**config.mk**
```make
export PLATFORM = sky130hd
export DESIGN_NAME = isram_arbiter
export DESIGN_NICKNAME = d
export VERILOG_FILES = /design/src/rtl/isram_arbiter.sv
export SDC_FILE = /design/constraint.sdc
export NUM_CORES = 1
export LEC_CHECK = 0
export ABC_AREA = 1
export CAP_MARGIN = 20
export CORE_AREA = 2 2 167 169
export CTS_CLUSTER_DIAMETER = 150
export DETAILED_ROUTE_END_ITERATION = 6
export DIE_AREA = 0 0 169 171
export MAX_ROUTING_LAYER = met4
export PLACE_DENSITY_LB_ADDON = 0.2
export SKIP_CTS_REPAIR_TIMING = 1
export SYNTH_ARGS = -nofsm -noshare
export SYNTH_HDL_FRONTEND = slang
export SYNTH_SLANG_ARGS = --single-unit
```
**constraint.sdc**
```tcl
create_clock -name clk -period 5.9 [get_ports clk]
set_input_delay 1.77 -clock clk [delete_from_list [all_inputs] [get_ports clk]]
set_output_delay 1.77 -clock clk [all_outputs]
set_load 0.01 [all_outputs]
```
**src/rtl/isram_arbiter.sv**
```systemverilog
// Arbitrates one synchronous instruction SRAM between the fetch port and the load/store port.
// Load/store wins by default; a burst limit guarantees fetch a slot after LS_BURST back-to-back grants.
module isram_arbiter #(
    parameter int unsigned LS_BURST = 4
) (
    input  logic        clk,
    input  logic        cpurst,
    input  logic        fe_req,
    input  logic [31:3] fe_adr,
    output logic        fe_gnt,
    output logic        fe_rvalid,
    output logic [63:0] fe_rdata,
    input  logic        ls_req,
    input  logic        ls_we,
    input  logic [31:3] ls_adr,
    input  logic [63:0] ls_wdata,
    input  logic [7:0]  ls_wmask,
    output logic        ls_gnt,
    output logic        ls_rvalid,
    output logic [63:0] ls_rdata,
    output logic        sram_cs,
    output logic        sram_we,
    output logic [31:3] sram_adr,
    output logic [63:0] sram_wdata,
    output logic [7:0]  sram_wmask,
    input  logic [63:0] sram_rdata,
    output logic        ls_busy,
    output logic        ls_busy_ff,
    output logic        fet_stall
);

    localparam logic [2:0] BURST_C = 3'(LS_BURST);

    typedef enum logic [1:0] {
        S_IDLE = 2'd0,
        S_FE   = 2'd1,
        S_LS   = 2'd2
    } state_t;

    state_t      state_r;
    state_t      state_nxt_s;
    logic [2:0]  ls_cnt_r;
    logic [2:0]  ls_cnt_nxt_s;
    logic        ls_we_r;
    logic [63:0] hold_r;
    logic        ls_busy_r;

    // Grant decision: load/store priority unless fetch has waited a full burst
    always_comb begin
        ls_gnt    = ls_req & ~(fe_req & (ls_cnt_r == BURST_C));
        fe_gnt    = fe_req & ~ls_gnt;
        fet_stall = fe_req & ~fe_gnt;
    end

    // Starvation counter: counts ls grants only while fetch is waiting
    always_comb begin
        ls_cnt_nxt_s = ls_cnt_r;
        if (!fe_req || fe_gnt) begin
            ls_cnt_nxt_s = 3'd0;
        end else if (ls_gnt && (ls_cnt_r < BURST_C)) begin
            ls_cnt_nxt_s = ls_cnt_r + 3'd1;
        end else begin
            ls_cnt_nxt_s = ls_cnt_r;
        end
    end

    // SRAM command mux; fetch never writes
    always_comb begin
        sram_cs    = fe_gnt | ls_gnt;
        sram_we    = 1'b0;
        sram_adr   = fe_adr;
        sram_wdata = 64'd0;
        sram_wmask = 8'd0;
        if (ls_gnt) begin
            sram_we    = ls_we;
            sram_adr   = ls_adr;
            sram_wdata = ls_wdata;
            sram_wmask = ls_wmask;
        end else begin
            sram_we    = 1'b0;
            sram_adr   = fe_adr;
            sram_wdata = 64'd0;
            sram_wmask = 8'd0;
        end
    end

    // Next owner of the SRAM read-data cycle
    always_comb begin
        state_nxt_s = S_IDLE;
        if (ls_gnt) begin
            state_nxt_s = S_LS;
        end else if (fe_gnt) begin
            state_nxt_s = S_FE;
        end else begin
            state_nxt_s = S_IDLE;
        end
    end

    // Response-side decode of the owner captured last cycle
    always_comb begin
        fe_rvalid = 1'b0;
        ls_busy   = 1'b0;
        case (state_r)
            S_FE:    fe_rvalid = 1'b1;
            S_LS:    ls_busy   = 1'b1;
            S_IDLE:  fe_rvalid = 1'b0;
            default: fe_rvalid = 1'b0;
        endcase
        ls_rvalid  = ls_busy & ~ls_we_r;
        ls_busy_ff = ls_busy_r;
    end

    // Read data steering; fetch keeps seeing its last instruction while load/store owns the SRAM
    always_comb begin
        ls_rdata = 64'd0;
        fe_rdata = hold_r;
        if (ls_rvalid) begin
            ls_rdata = sram_rdata;
        end else begin
            ls_rdata = 64'd0;
        end
        if (fe_rvalid) begin
            fe_rdata = sram_rdata;
        end else begin
            fe_rdata = hold_r;
        end
    end

    // State registers; reset discards any in-flight response
    always_ff @(posedge clk or posedge cpurst) begin
        if (cpurst) begin
            state_r   <= S_IDLE;
            ls_cnt_r  <= 3'd0;
            ls_we_r   <= 1'b0;
            hold_r    <= 64'd0;
            ls_busy_r <= 1'b0;
        end else begin
            state_r   <= state_nxt_s;
            ls_cnt_r  <= ls_cnt_nxt_s;
            ls_busy_r <= ls_busy;
            if (ls_gnt) begin
                ls_we_r <= ls_we;
            end
            if (fe_rvalid) begin
                hold_r <= sram_rdata;
            end
        end
    end

endmodule

```
==> parameters.txt <==
Parameter                              Value

Floorplanning
  Placeable Area    0.02732 mm2
  I/O pins    437
  Effective utilization at floorplan    15.00%
  DIE AREA    0.02890 mm2
  Die width    169 um
  Row Count    61
  Die Ht    171 um

Detailed routing
  Iteration-0 DRC count of the detailed router    180
  DRC errors left    0
  Router iterations before antenna repair    4
  Routed WL per cell    15.50 um
  Average vias per placed instance    3.709
  Number of nets still failing antenna checks after routing    0
  Count of vias placed by the detailed router    5181
  Total routed wirelength    21.65 mm

Cells and area
  Fraction of layout instances using a drive strength above 1    2.667%
  Most frequent cells in the layout    436 x sky130_fd_sc_hd__clkdlybuf4s50_1, 146 x sky130_fd_sc_hd__inv_1, 141 x sky130_fd_sc_hd__nor2_1, 128 x sky130_fd_sc_hd__nand2_1, 71 x sky130_fd_sc_hd__dfrtp_1
  Core utilization of the finished layout    33.24%
  Number of nets in the layout    1246
  Most common cell after layout, fill and taps aside    sky130_fd_sc_hd__clkdlybuf4s50_1
  Synth-to-Final Area Change    121.7%

Global routing
  Via count of the first global-routing pass    5090
  Combined global-route utilization of all metal layers    14.79%
  GR Overflow Total    0
  Largest net degree at the start of global routing    93
  Global-route wire length before repair    30.81 mm
  Initial antenna violation count    1

Synth
  Post-synth net total    830
  FF+latch count, synth    71
  Syn Std Cell Area    0.004098 mm2
  Avg Synthesized Cell Area    6.515 um2
  Warning count from the yosys run    0
  Number of instances in the synthesized netlist    629
  Register area share after synthesis    43.36%
  Count of unique library cells instantiated by Yosys    16

Place
  Worst slack, placed    0.5176 ns
  Last weighted congestion value of the routability-driven placer    0.9206
  HPWL after detailed placement    17.81 mm
  Count of buffers inserted at the top-level ports    436

Hold path
  Critical hold path startpoint    ls_we_r
  WHS Path Cells    2
  Worst hold path type    reg2reg
  End point of the most critical hold path    ls_we_r

Flow run
  Max capacitance violation total    0

Critical path
  Required time of the critical path    4.13 ns
  Worst setup SP type    input port
  Crit Path Category    in2out
  Startpoint of the most critical register-to-register path    state_r[0]
  Timing startpoint of the critical path    fe_req
  Worst EP arrival    3.62 ns
  Crit Reg-Reg Endpoint    hold_r[16]
  FF-to-FF setup slack    4.05 ns
  CP endpoint kind    primary output
  Highest net fanout along the worst path    36
  Cell count of the worst reg-to-reg path    3

STA
  Highest clock frequency the design can meet    0.1854 GHz
  Post-route minimum period    5.394 ns
  Final setup fails    0
  Measured slew at the worst slew-check pin    0.8441 ns
  Final Hold Vio Count    0
  Smallest setup slack after layout    0.5055 ns
  Worst slew margin    43.73%
  Sum Neg Setup Slack    0 ns
  Share of the cycle needed by the critical path after routing    91.43%
  Setup repair after global routing missed its margin    false
  Count of final max-slew check failures    0
  Worst clock skew    0.004979 ns

Clocking
  Clock tree buffer depth    2
  Clock network latency to the later pin of the worst-skew pair    0.34 ns
  Clk slew on worst S/H paths    0.06 ns
  Level count of the clock H-tree    3
  TritonCTS clock tree    done
  Sinks on Clock Net    71
  Clock root buffer    sky130_fd_sc_hd__clkbuf_16
  Clock buffer count from CTS    9

Power and ir drop
  Worst vdd ir    0.0001306 V
  Leakage power of the design    4.359 nW
  Total power per unit cell area    207.4 mW/mm2

Status
  Run status    finished clean
## worst max-delay path, stage by stage
cell	delay [ns]
sky130_fd_sc_hd__clkdlybuf4s50_1	0.55
sky130_fd_sc_hd__nand3_2	0.12
sky130_fd_sc_hd__nand2_4	0.09
sky130_fd_sc_hd__buf_4	0.33
sky130_fd_sc_hd__nand2_1	0.12
sky130_fd_sc_hd__nand2_1	0.08
sky130_fd_sc_hd__clkdlybuf4s50_1	0.56
## state kept, by name, indices dropped and copies added (netlist names)
register and cells:
hold_r 64, ls_cnt_r 3, state_r 2, ls_busy_ff 1, ls_we_r 1
## cells in the mapped netlist (all sizes together)
library cell	n	share of area, %
nand2	131	12
inv	148	14
xor2	1	0.21
nand3	32	4.0
nor2	141	13
dfrtp	71	43
o21ai	64	7.8
clkbuf	11	1.0
ha	2	0.61
a21oi	1	0.12
buf	27	4.3
## through the flow
stage	hold slack, ns	instance area, um2	total power, W	instances
after detailed placement	0.4591	8758	0.001307	1380
final	0.4691	9084	0.001884	1397
after global routing	0.5016	9084	0.002008	1397
after floorplan	0.4419	4098	0.0008331	629
after CTS	0.4751	9081	0.001929	1396
after global placement	0.4537	8758	0.001305	1380
## cell families (layout without fill, tap and decap cells)
family / count (synthesis) / in the layout / share of synthesized area, %
XOR/XNOR: 1 / 1 / 0.2138
AND/OR/NAND/NOR: 304 / 304 / 29.01
flip-flops: 71 / 71 / 43.36
buffers and inverters: 186 / 607 / 18.87
other: 0 / 1 / 0
adder cells (fa/ha/maj): 2 / 2 / 0.6106
AO/OA/AOI/OAI: 65 / 65 / 7.939
## how the worst max path moves through the flow
stage	cells after the start	endpoint
final	7	sram_adr[22]
after global routing	7	sram_adr[18]
after CTS	7	sram_adr[5]
after detailed placement	7	sram_adr[5]
after global placement	7	sram_adr[22]
after floorplan	5	sram_wdata[54]
## cell type report
cell class | instances | area [um2]
Multi-Input combinational cell | 372 | 1563
Tap cell | 346 | 432.9
Fill cell | 2942 | 18240
Antenna cell | 1 | 2.502
Clock buffer | 10 | 229.0
Inverter | 148 | 556.8
Timing Repair Buffer | 443 | 4429
Clock inverter | 6 | 93.84
Sequential cell | 71 | 1777
## power breakdown
group          leakage [nW]  switching (W)  internal [W]
combinational          3.33       0.000306      0.000399
sequential            0.874      0.0000188      0.000562
clock                 0.153       0.000223      0.000373
## layer usage
metal,global-route usage (%),up-vias,share of wire [%]
li1,-,2650,-
met1,14.84,2230,36
met2,25.20,263,50
met3,6.037,38,10
met4,7.023,0,4.4
met5,-,-,0
No activity file was read; power rests on OpenSTA's default activity.
